<file path="src/rtl/uart_tx_engine.sv">
// -----------------------------------------------------------------------------
// uart_tx_engine
//   Serial UART transmitter. Accepts one parallel word per valid/ready
//   handshake and shifts it out LSB-first as start / data / [parity] / stop
//   bits. The frame format is fixed at elaboration by the parameters.
//
// Handshake (valid/ready):
//   A word transfers on a rising edge where i_user_tx_valid and
//   o_user_tx_ready are both high; i_user_tx_data is captured on that edge.
//   Valid while ready is low is ignored (nothing is queued). The source may
//   change or drop data/valid freely once the transfer edge has passed.
//
// Ports:
//   i_clk            system clock, rising edge
//   i_rst            synchronous reset, active-high
//   i_user_tx_data   word to send (P_UART_DATA_WIDTH bits)
//   i_user_tx_valid  i_user_tx_data is valid
//   o_user_tx_ready  engine idle, a word can be accepted this cycle
//   o_uart_tx        serial line, idle high
//   o_tx_busy        frame in progress (always ~o_user_tx_ready)
//   o_fsm_state      current FSM state, for debug/observation
// -----------------------------------------------------------------------------
module uart_tx_engine #(
    parameter int P_SYSTEM_CLK      = 50_000_000,
    parameter int P_UART_BUADRATE   = 9600,
    parameter int P_UART_DATA_WIDTH = 8,
    parameter int P_UART_STOP_WIDTH = 1,
    parameter int P_UART_CHECK      = 0
) (
    input  logic                         i_clk,
    input  logic                         i_rst,
    input  logic [P_UART_DATA_WIDTH-1:0] i_user_tx_data,
    input  logic                         i_user_tx_valid,
    output logic                         o_user_tx_ready,
    output logic                         o_uart_tx,
    output logic                         o_tx_busy,
    output logic [2:0]                   o_fsm_state
);

    localparam int DIV   = P_SYSTEM_CLK / P_UART_BUADRATE;
    localparam int W     = P_UART_DATA_WIDTH;
    localparam int CNT_W = (DIV > 2) ? $clog2(DIV) : 1;
    localparam int BIT_W = (W > 2) ? $clog2(W) : 1;

    // Reject frame formats the logic below does not support.
    if (W < 5 || W > 8) begin : g_bad_width
        $error("uart_tx_engine: P_UART_DATA_WIDTH must be 5..8");
    end
    if (P_UART_STOP_WIDTH < 1 || P_UART_STOP_WIDTH > 2) begin : g_bad_stop
        $error("uart_tx_engine: P_UART_STOP_WIDTH must be 1 or 2");
    end
    if (P_UART_CHECK < 0 || P_UART_CHECK > 2) begin : g_bad_check
        $error("uart_tx_engine: P_UART_CHECK must be 0, 1 or 2");
    end
    if (DIV < 2) begin : g_bad_div
        $error("uart_tx_engine: clock/baud ratio must be at least 2");
    end

    typedef enum logic [2:0] {
        S_IDLE   = 3'd0,
        S_START  = 3'd1,
        S_DATA   = 3'd2,
        S_PARITY = 3'd3,
        S_STOP   = 3'd4
    } state_t;

    state_t             state_q, state_d;
    logic [CNT_W-1:0]   baud_q,  baud_d;
    logic [BIT_W-1:0]   bit_q,   bit_d;
    logic [W-1:0]       data_q,  data_d;
    logic               line_q,  line_d;
    logic               ready_q, ready_d;
    logic               busy_q;

    logic               baud_end;
    logic               parity_bit;
    logic [BIT_W-1:0]   bit_next;

    assign baud_end   = (baud_q == CNT_W'(DIV - 1));
    assign bit_next   = bit_q + BIT_W'(1);
    // ODD makes the total count of ones (data + parity) odd; EVEN makes it even.
    assign parity_bit = (P_UART_CHECK == 1) ? ~(^data_q) : (^data_q);

    always_comb begin
        state_d = state_q;
        baud_d  = baud_q;
        bit_d   = bit_q;
        data_d  = data_q;
        line_d  = line_q;
        ready_d = ready_q;

        case (state_q)
            S_IDLE: begin
                baud_d  = '0;
                bit_d   = '0;
                line_d  = 1'b1;
                ready_d = 1'b1;
                if (i_user_tx_valid && ready_q) begin
                    state_d = S_START;
                    data_d  = i_user_tx_data;
                    line_d  = 1'b0;
                    ready_d = 1'b0;
                end
            end

            S_START: begin
                if (baud_end) begin
                    baud_d  = '0;
                    bit_d   = '0;
                    state_d = S_DATA;
                    line_d  = data_q[0];
                end else begin
                    baud_d = baud_q + CNT_W'(1);
                end
            end

            S_DATA: begin
                if (baud_end) begin
                    baud_d = '0;
                    if (bit_q == BIT_W'(W - 1)) begin
                        bit_d = '0;
                        if (P_UART_CHECK != 0) begin
                            state_d = S_PARITY;
                            line_d  = parity_bit;
                        end else begin
                            state_d = S_STOP;
                            line_d  = 1'b1;
                        end
                    end else begin
                        bit_d  = bit_next;
                        line_d = data_q[bit_next];
                    end
                end else begin
                    baud_d = baud_q + CNT_W'(1);
                end
            end

            S_PARITY: begin
                if (baud_end) begin
                    baud_d  = '0;
                    bit_d   = '0;
                    state_d = S_STOP;
                    line_d  = 1'b1;
                end else begin
                    baud_d = baud_q + CNT_W'(1);
                end
            end

            S_STOP: begin
                // bit_q counts stop bits here so each one gets a full DIV period.
                line_d = 1'b1;
                if (baud_end) begin
                    baud_d = '0;
                    if (bit_q == BIT_W'(P_UART_STOP_WIDTH - 1)) begin
                        bit_d   = '0;
                        state_d = S_IDLE;
                        ready_d = 1'b1;
                    end else begin
                        bit_d = bit_next;
                    end
                end else begin
                    baud_d = baud_q + CNT_W'(1);
                end
            end

            default: begin
                state_d = S_IDLE;
                baud_d  = '0;
                bit_d   = '0;
                line_d  = 1'b1;
                ready_d = 1'b1;
            end
        endcase
    end

    always_ff @(posedge i_clk) begin
        if (i_rst) begin
            state_q <= S_IDLE;
            baud_q  <= '0;
            bit_q   <= '0;
            data_q  <= '0;
            line_q  <= 1'b1;
            ready_q <= 1'b1;
            busy_q  <= 1'b0;
        end else begin
            state_q <= state_d;
            baud_q  <= baud_d;
            bit_q   <= bit_d;
            data_q  <= data_d;
            line_q  <= line_d;
            ready_q <= ready_d;
            busy_q  <= ~ready_d;
        end
    end

    assign o_uart_tx       = line_q;
    assign o_user_tx_ready = ready_q;
    assign o_tx_busy       = busy_q;
    assign o_fsm_state     = state_q;

endmodule

</file>
<file path="config.mk">
export PLATFORM = sky130hd
export DESIGN_NAME = uart_tx_engine
export DESIGN_NICKNAME = d
export VERILOG_FILES = /design/src/rtl/uart_tx_engine.sv
export SDC_FILE = /design/constraint.sdc
export NUM_CORES = 1
export LEC_CHECK = 0
export ABC_AREA = 1
export BUFFER_PORTS_ARGS = -buffer_cell sky130_fd_sc_hd__buf_2
export CAP_MARGIN = 20
export CORE_ASPECT_RATIO = 1.4
export CORE_MARGIN = 1
export CORE_UTILIZATION = 42
export DETAILED_ROUTE_END_ITERATION = 7
export PLACE_DENSITY_LB_ADDON = 0.2
export REMOVE_ABC_BUFFERS = 1
export SLEW_MARGIN = 20
export SYNTH_ARGS = -nofsm -noshare
export SYNTH_HDL_FRONTEND = slang
export SYNTH_SLANG_ARGS = --single-unit
</file>
<file path="constraint.sdc">
create_clock -name i_clk -period 1.87 [get_ports i_clk]
set_input_delay 0.187 -clock i_clk [delete_from_list [all_inputs] [get_ports i_clk]]
set_output_delay 0.187 -clock i_clk [all_outputs]
set_load 0.02 [all_outputs]
</file>
**Word level (Yosys, flattened, before mapping)**

Index checks and enable logic that the tools add are counted.

- Register bits after elaboration: 30
- Input bits: 11

- Bitwise logic cells: 2
- Equality and inequality tests: 14
- Order comparisons: 1
- Reductions and logical operators: 11
- Add/subtract/negate cells: 2
- Multiplexer cells: 25

Operators with widths:

| cell | number |
|---|---|
| 3-bit two-way mux | 12 |
| 3-bit case mux with 5 select lines | 1 |
| 2-bit != test (second input constant) | 7 |
| 13-bit by 1-bit adder with 13-bit output (second input constant) | 1 |
| 13-bit equality test (second input constant) | 1 |
| 3-bit case mux with 3 select lines | 1 |
| 1-bit two-way mux | 8 |
| 7-bit AND reduction | 1 |
| 3-bit by 2-bit equality test with 1-bit output (second input constant) | 2 |
| 3-bit equality test (second input constant) | 2 |
| 3-bit zero test | 2 |
| 3-bit AND reduction | 2 |
| 3-bit OR reduction | 2 |
| 3-bit by 4-bit less-than comparator with 1-bit output (second input constant) | 1 |
| 1-bit case mux with 4 select lines | 1 |
| 4-bit OR reduction | 1 |
| 3-bit by 1-bit adder with 3-bit output (second input constant) | 1 |
| 1-bit binary-select mux with 3-bit select | 1 |
| 3-bit by 1-bit equality test with 1-bit output (second input constant) | 1 |
| 1-bit case mux with 3 select lines | 1 |
| 2-bit by 1-bit != test with 1-bit output (second input constant) | 1 |
| 1-bit inverter | 2 |
| 2-bit AND reduction | 1 |
| 2-bit OR reduction | 1 |
| 1-bit logical AND | 1 |

**Depth between registers and ports, before layout**

Gate-level depths: netlist (run 1).

- Depth after elaboration: 6
- Mapped depth: 11
- Depth with buffers taken out: 10

**Worst setup path after synthesis (run 1)**

Ideal clock, no wire load.

- Kind: reg-to-reg
- From: reg bit_q[0]
- To: reg line_q (netlist: o_uart_tx)
- Arrival: 1.306 ns
- Setup time: 0.112 ns
- Cell stages (with the launch flop): 11
- Setup slack: 0.452 ns
- Required time: 1.758 ns
- Clock period less this slack: 1.418 ns
- Cell sequence: dfxtp_1 ha_1 ha_1 inv_1 nand3_1 nand3_1 nand3_1 nand2_1 nand2_1 nand2_1 nand2_1

- Word-level cells in the longest chain between the ends: 6
- Elaborated cells between the ends (all ways): 7

Ends and longest elaborated chain:

| element | line | source |
|---|---|---|
| from (decl) | 69 | `logic [BIT_W-1:0] bit_q, bit_d;` |
| from (signal assigned) | 188 | `bit_q <= bit_d;` |
| 3-bit by 1-bit adder with 3-bit output | 80 | `assign bit_next = bit_q + BIT_W'(1);` |
| 1-bit binary-select mux with 3-bit select | 131 | `line_d = data_q[bit_next];` |
| 1-bit two-way mux (not written as such) | 131 |  |
| 1-bit two-way mux * | 120 | `if (bit_q == BIT_W'(W - 1)) begin` |
| 1-bit two-way mux * | 118 | `if (baud_end) begin` |
| 1-bit case mux with 4 select lines * | 92 | `case (state_q)` |
| to (signal assigned) | 190 | `line_q <= line_d;` |
| to (decl) | 71 | `logic line_q, line_d;` |

Every way passes the cells marked *; elsewhere a longest branch is shown, timed or not. The select of a mux whose other input is x is not followed.
A chain may end at the register's enable or synchronous reset.

**Worst setup path after layout (run 1)**

Ends and elaborated chain as after synthesis.

==> results of run 1 <==
cell families after synthesis:
| kind of cell | count (synthesis) |
|---|---|
| AO/OA/AOI/OAI | 25 |
| XOR/XNOR | 3 |
| adder cells (fa/ha/maj) | 4 |
| buffers and inverters | 40 |
| flip-flops | 30 |
| AND/OR/NAND/NOR | 126 |
through the flow:
stage | hold slack, ns | util | power [mW]
4_1_cts | 0.1602 | 0.4993 | 2.201
6_report | 0.1700 | 0.4993 | 2.174
5_1_grt | 0.1796 | 0.4993 | 2.330
3_3_place_gp | 0.4292 | 0.4745 | 1.656
2_1_floorplan | 0.2561 | - | 1.428
3_5_place_dp | 0.4421 | 0.4745 | 1.653
worst max-delay path, stage by stage, from the launching register on:
cell and delay (ns):
dfxtp_1 0.37, ha_1 0.22, ha_1 0.32, inv_1 0.09, nand3_1 0.07, nand3_1 0.08
nand3_1 0.07, nand2_1 0.05, nand2_1 0.05, nand2_1 0.05, nand2_1 0.04
report_power, final:
part	internal (mW)	total [mW]	leakage, nW	switching, mW
sequential	0.742	0.830	0.244	0.0885
combinational	0.283	0.798	0.501	0.516
clock	0.296	0.546	0.0482	0.249
layer usage:
metal / routed length [um] / vias up / global-route usage
li1: - / 772 / -
met1: 1405 / 645 / 0.1917
met2: 1675 / 19 / 0.3618
met3: 94 / 8 / 0.05389
met4: 89 / 0 / 0.1026
met5: 0 / - / 0
layout make-up:
cell class	instances	area [um^2]	area share
clock buffers	7	86.33	0.04703
clock inverters	1	5.005	0.002727
inverters	37	138.9	0.07566
multi-input cells	158	857.1	0.4669
flip-flops and latches	30	600.6	0.3272
well taps	42	52.55	0.02863
repair buffers	18	95.09	0.05181
cell usage in the layout (no fill, tap or decap), types with 2 or more instances in the layout:
cell / n
nand3_1: 25
nand2_4: 2
nand2_2: 7
a211oi_2: 2
o21ai_1: 3
inv_1: 29
nand2_1: 53
nor2_1: 17
a21oi_1: 16
nor4_1: 3
nand3_2: 2
dfxtp_1: 30
nor2_2: 4
clkbuf_8: 6
nor2_4: 2
nor3_1: 2
buf_4: 2
ha_1: 4
nand4_1: 3
inv_2: 7
buf_2: 16
xor2_1: 3
sequential cells by signal (all words and copies together), names as in the netlist:
| register | flops |
|---|---|
| data_q | 8 |
| o_uart_tx | 1 |
| baud_q | 13 |
| o_user_tx_ready | 1 |
| o_tx_busy | 1 |
| bit_q | 3 |
| o_fsm_state | 3 |
final timing paths:
kind                                         from   endpoint  slack (ns)  cells after the start
worst max-delay path                     bit_q[0]  o_uart_tx        0.36                     10
worst min-delay path            i_user_tx_data[2]  data_q[2]        0.17                      3
worst max register to register           bit_q[0]  o_uart_tx        0.36                     10
worst min register to register          baud_q[0]  baud_q[0]        0.45                      1
Yosys cell counts (3+ instances only):
| library cell | n | area, um^2 |
|---|---|---|
| nand3_1 | 25 | 125.1 |
| nor4_1 | 3 | 18.77 |
| nand2_2 | 7 | 43.79 |
| nor2_1 | 17 | 63.81 |
| ha_1 | 4 | 50.05 |
| a21oi_1 | 16 | 80.08 |
| inv_1 | 29 | 108.9 |
| xor2_1 | 3 | 26.28 |
| nand4_1 | 3 | 18.77 |
| o21ai_1 | 3 | 15.01 |
| nand2_1 | 53 | 198.9 |
| inv_2 | 7 | 26.28 |
| dfxtp_1 | 30 | 600.6 |
| nor2_2 | 4 | 25.02 |
==> impl_metrics.json, run 1 <==
{
  "clock.fmax_mhz": 662.3,
  "synth_flop_cell": "dfxtp_1",
  "die_height_um": 75.46,
  "num_rows": 26,
  "pwr_density_cell_mw_per_mm2": 1185,
  "fin_skew_ns": 0.004650,
  "period_share": 0.8075,
  "synth_edf_count": 0,
  "start_util": 0.4404,
  "drtIter0Drc": 26,
  "fin_crit_ns": 1.510,
  "clk_pin_slew_ns": 0.07,
  "pre_cts_ws_ns": 0.3713,
  "holdBufCountCts": 0,
  "vias": 1444,
  "cts.sinks": 30,
  "portBuffers": 16,
  "leakage_nw": 0.7933,
  "fin_cells": 293,
  "finalWorstSetupSlack_ns": 0.3601,
  "rsz0062_at_grt": "no",
  "fin_nets": 265,
  "die_area_mm2": 0.004111,
  "synth_xor_area_frac": 0.01623,
  "place_area_mm2": 0.001744,
  "cts_post_setup_buffers_inserted": 0,
  "finalHoldViolations": 0,
  "slew_violations": 0,
  "synth_area_mm2": 0.001619,
  "antenna_found_initial": 0,
  "die_x_um": 54.48,
  "grt_pass1_wl_um": 5671,
  "yosys.area_share.simple": 0.3918,
  "grt_pass1_vias": 1403,
  "dp_hpwl_um": 2559,
  "synth.area.mux_share": 0,
  "crit_path_start_kind": "flip-flop",
  "synth_fa_ha_area_frac": 0.03091,
  "synth_warnings": 0,
  "cp-end-kind": "flip-flop",
  "grt_max_degree": 14,
  "h-tree-depth": 2,
  "core-area_mm2": 0.003676,
  "cts_root_buffer": "clkbuf_8",
  "gp_congestion": 0.8968,
  "ys_seq_area_frac": 0.3709,
  "status": "completed",
  "yosys_register_bits": 30,
  "diodes": 0,
  "syn_area_per_cell_um2": 7.101,
  "io-pin-count": 17,
  "clockBufferDepth": 2,
  "cts_buffers": 5,
  "worstPathMaxFanout": 8,
  "maxSlewHeadroom": 0.7613,
  "synth_top_family_by_area": "simple AND/OR/NAND/NOR gates",
  "cts_tree": "done",
  "drt_first_pass_iters": 4,
  "syn_inst": 228,
  "ir_drop_v": 0.0008165,
  "tightestPinTransition_ns": 0.3548,
  "design_area_mm2": 0.001836,
  "n_fill_cell": 382,
  "overflow": 0,
  "crit_type": "flip-flop to flip-flop",
  "cts_resized": 0,
  "setup_tns_ns": 0,
  "wire_per_inst_um": 11.14,
  "dp_cells": 285,
  "area_delta_synth_final_pct": 13.37,
  "grtUsageTotal": 0.1963,
  "synth-compound-area-share": 0.09042,
  "cap_violations": 0,
  "clk_latency_ns": 0.28,
  "crit_arrival_ns": 1.70,
  "drive_gt1_frac": 0.2191,
  "ant_nets": 0,
  "vias_per_cell": 4.928,
  "setup_violations": 0,
  "synthDistinctLibCells": 33,
  "drc": 0,
  "critPathRequiredTime_ns": 2.06,
  "hp-class": "primary input to flip-flop",
  "async_reset_ff_frac": 0,
  "routed_wl_um": 3265
}
(Power assumes the default switching activity.)
==> run 2: changes to the inputs <==
--- a/config.mk
+++ b/config.mk
@@ -5,7 +5,7 @@
 export SDC_FILE = /design/constraint.sdc
 export NUM_CORES = 1
 export LEC_CHECK = 0
-export ABC_AREA = 1
+export ABC_AREA = 0
 export BUFFER_PORTS_ARGS = -buffer_cell sky130_fd_sc_hd__buf_2
 export CAP_MARGIN = 20
 export CORE_ASPECT_RATIO = 1.4
==> constraint.sdc (replaced) <==
create_clock -name i_clk -period 1.42 [get_ports i_clk]
set_input_delay 0.142 -clock i_clk [delete_from_list [all_inputs] [get_ports i_clk]]
set_output_delay 0.142 -clock i_clk [all_outputs]
set_load 0.02 [all_outputs]
==> run 2 against run 1 <==
The run now ends with negative setup slack left. Synthesized cell count shrank 32%. Via count shrank 5.4%. Non-clock buffer count grew 34. Worst setup slack lost 0.62 ns. Clock skew grew 0.0051 ns.
==> impl_metrics.json, run 2 <==
{
  "min_delay_path_depth": 3,
  "grt.met3_usage": 0.06709,
  "worstPathMaxFanout": 5,
  "tightestPinTransition_ns": 0.4192,
  "setup_tns_ns": -1.435,
  "crit_type": "flip-flop to flip-flop",
  "use_met2": 0.3860,
  "syn_area_per_cell_um2": 9.464,
  "period_share": 1.185,
  "crit_path_start_kind": "flip-flop",
  "crit_top_cell": "ha_4",
  "worst-r2r-cell-count": 6,
  "setup_violations": 20,
  "grt_pass1_wl_um": 5754,
  "ys_seq_area_frac": 0.4068,
  "cp_slowest_stage_delay_ns": 0.47,
  "area_delta_synth_final_pct": 45.17,
  "synth_area_mm2": 0.001476,
  "grt_max_degree": 16,
  "leakage_nw": 0.8160,
  "die_height_um": 72.15,
  "hold_end": "data_q[5]",
  "largest_reg_flops": 13,
  "grtUsageTotal": 0.2098,
  "clockBufferDepth": 2,
  "cts_root_buffer": "clkbuf_8",
  "vias_per_cell": 5.464,
  "die_x_um": 52.11,
  "synth_warnings": 0,
  "drtIter0Drc": 23,
  "maxSlewHeadroom": 0.7133,
  "fin_skew_ns": 0.009757,
  "start_util": 0.4370,
  "crit_arrival_ns": 1.91,
  "finalHoldViolations": 0,
  "critPathRequiredTime_ns": 1.65,
  "top_register": "baud_q",
  "gp_congestion": 0.8408,
  "wire_per_inst_um": 14.96,
  "worst_r2r_endpoint": "o_uart_tx",
  "num_rows": 25,
  "core-area_mm2": 0.003378,
  "fin_crit_ns": 1.682,
  "syn_inst": 156,
  "rsz0062_at_grt": "yes",
  "ir_drop_v": 0.0008765,
  "diodes": 0,
  "yosysMostFrequentCell": "dfxtp_1",
  "synthTopCellsByArea": "dfxtp_1 (41%), mux2i_1 (9.5%), nor2_1 (6.4%)",
  "fin_cells": 250,
  "h-tree-depth": 2,
  "io-pin-count": 17,
  "holdBufCountCts": 0,
  "final_cell_mix": "buf_4 (28), dfxtp_1 (26), nor2_1 (17)",
  "fin_nets": 225,
  "routed_wl_um": 3739,
  "hp-class": "primary input to flip-flop",
  "cp-end-kind": "flip-flop",
  "vias": 1366,
  "die_area_mm2": 0.003760,
  "clk_latency_ns": 0.28,
  "yosys_register_bits": 30,
  "finalWorstSetupSlack_ns": -0.2620,
  "min_from": "i_user_tx_data[5]",
  "pre_cts_ws_ns": -0.4369,
  "largest_registers": "baud_q: 13 flops, data_q: 8 flops",
  "layout_commonest_cell": "buf_4",
  "cts.sinks": 30,
  "violations": "negative setup slack",
  "dp_hpwl_um": 2517,
  "overflow": 0,
  "cts_tree": "done",
  "drt_first_pass_iters": 4,
  "portBuffers": 16,
  "synth_flop_cell": "dfxtp_1",
  "clock.fmax_mhz": 594.5,
  "status": "finished with violations",
  "hold-worst-slack_ns": 0.09161,
  "synth.top_cell.area_share": 0.4068,
  "pwr_density_cell_mw_per_mm2": 1031,
  "grtUsageMet1": 0.2047,
  "synth_edf_count": 0,
  "grt_pass1_vias": 1358,
  "cts_buffers": 5,
  "synth_largest_area_cell": "dfxtp_1",
  "cp_slowest_cell": "mux4_2",
  "cap_violations": 0,
  "clk_pin_slew_ns": 0.06,
  "async_reset_ff_frac": 0,
  "synthDistinctLibCells": 44,
  "crit_chain": "ha_4 > ha_4 > mux2i_1 > mux4_2 > a31oi_1 > o32a_1",
  "slew_violations": 0,
  "busiest_layer": "met2",
  "synth_common_cells": "dfxtp_1 (30), nor2_1 (25), mux2i_1 (14)",
  "r2r_start": "bit_q[1]",
  "dp_cells": 234,
  "drc": 0,
  "antenna_found_initial": 0,
  "r2r_slack_ns": -0.26,
  "ant_nets": 0,
  "drive_gt1_frac": 0.4571
}
run 2: cell types whose count changed in the layout (fill, tap and decap cells not counted), sizes merged, moves of 12 or more:
cell,change
inv,-31
buf,+34
mux2i,+14
a21oi,-12
nand3,-21
nand2,-57
run 2: cell families (layout without fill, tap and decap cells):
kind of cell,after synthesis,count (layout),share of synthesized area
flip-flops,30,30,0.4068
adder cells (fa/ha/maj),4,4,0.03390
multiplexers,16,16,0.1178
AO/OA/AOI/OAI,18,18,0.08984
AND/OR/NAND/NOR,64,65,0.2373
XOR/XNOR,13,13,0.07712
buffers and inverters,11,64,0.03729
run 2: layout make-up:
class                           instances  area (um^2)
Fill cell                             283         1235
Inverter                                5        21.27
Sequential cell                        30        605.6
Timing Repair Buffer                   52        389.1
Clock buffer                            7        76.32
Multi-Input combinational cell        116         1001
Tap cell                               40        50.05
run 2: timing repair:
item                                    4_1_cts  5_1_grt
cloned                                        1        0
endpoints found under the setup margin       19       23
resized for setup                            22       25
pin swaps                                    23       11
endpoints found under the hold margin         0        0
setup buffers                                 6        3
run 2: power breakdown:
part	switching (mW)	leakage, nW	internal, mW
sequential	0.0445	0.246	0.905
combinational	0.314	0.532	0.301
clock	0.308	0.0383	0.337
run 2: layer usage:
layer,up-vias,routed length [um],share of wire
li1,666,-,-
met1,664,1383,0.37
met2,23,2119,0.57
met3,13,98,0.026
met4,0,138,0.037
met5,-,0,0
run 2: worst max-delay path, delay by kind of cell, from the launching register on:
| family | cells | cell delay (ns) |
|---|---|---|
| compound gates | 2 | 0.30 |
| fa+ha+maj | 2 | 0.46 |
| flops | 1 | 0.33 |
| mux | 2 | 0.55 |
run 2: worst max-delay path by stage:
stage / from / to / cells past startpoint
finish: bit_q[1] / o_uart_tx / 6
global route: bit_q[1] / o_uart_tx / 6
CTS: bit_q[1] / o_uart_tx / 6
detailed placement: bit_q[0] / o_uart_tx / 6
global placement: bit_q[0] / o_uart_tx / 6
floorplan: bit_q[0] / o_uart_tx / 6
run 2: stage by stage:
stage	total power, mW	util	cell area, um^2
finish	2.210	0.6344	2143
global route	2.315	0.6344	2143
CTS	2.166	0.5963	2014
detailed placement	1.475	0.5307	1793
global placement	1.457	0.5307	1793
floorplan	1.255	-	1440
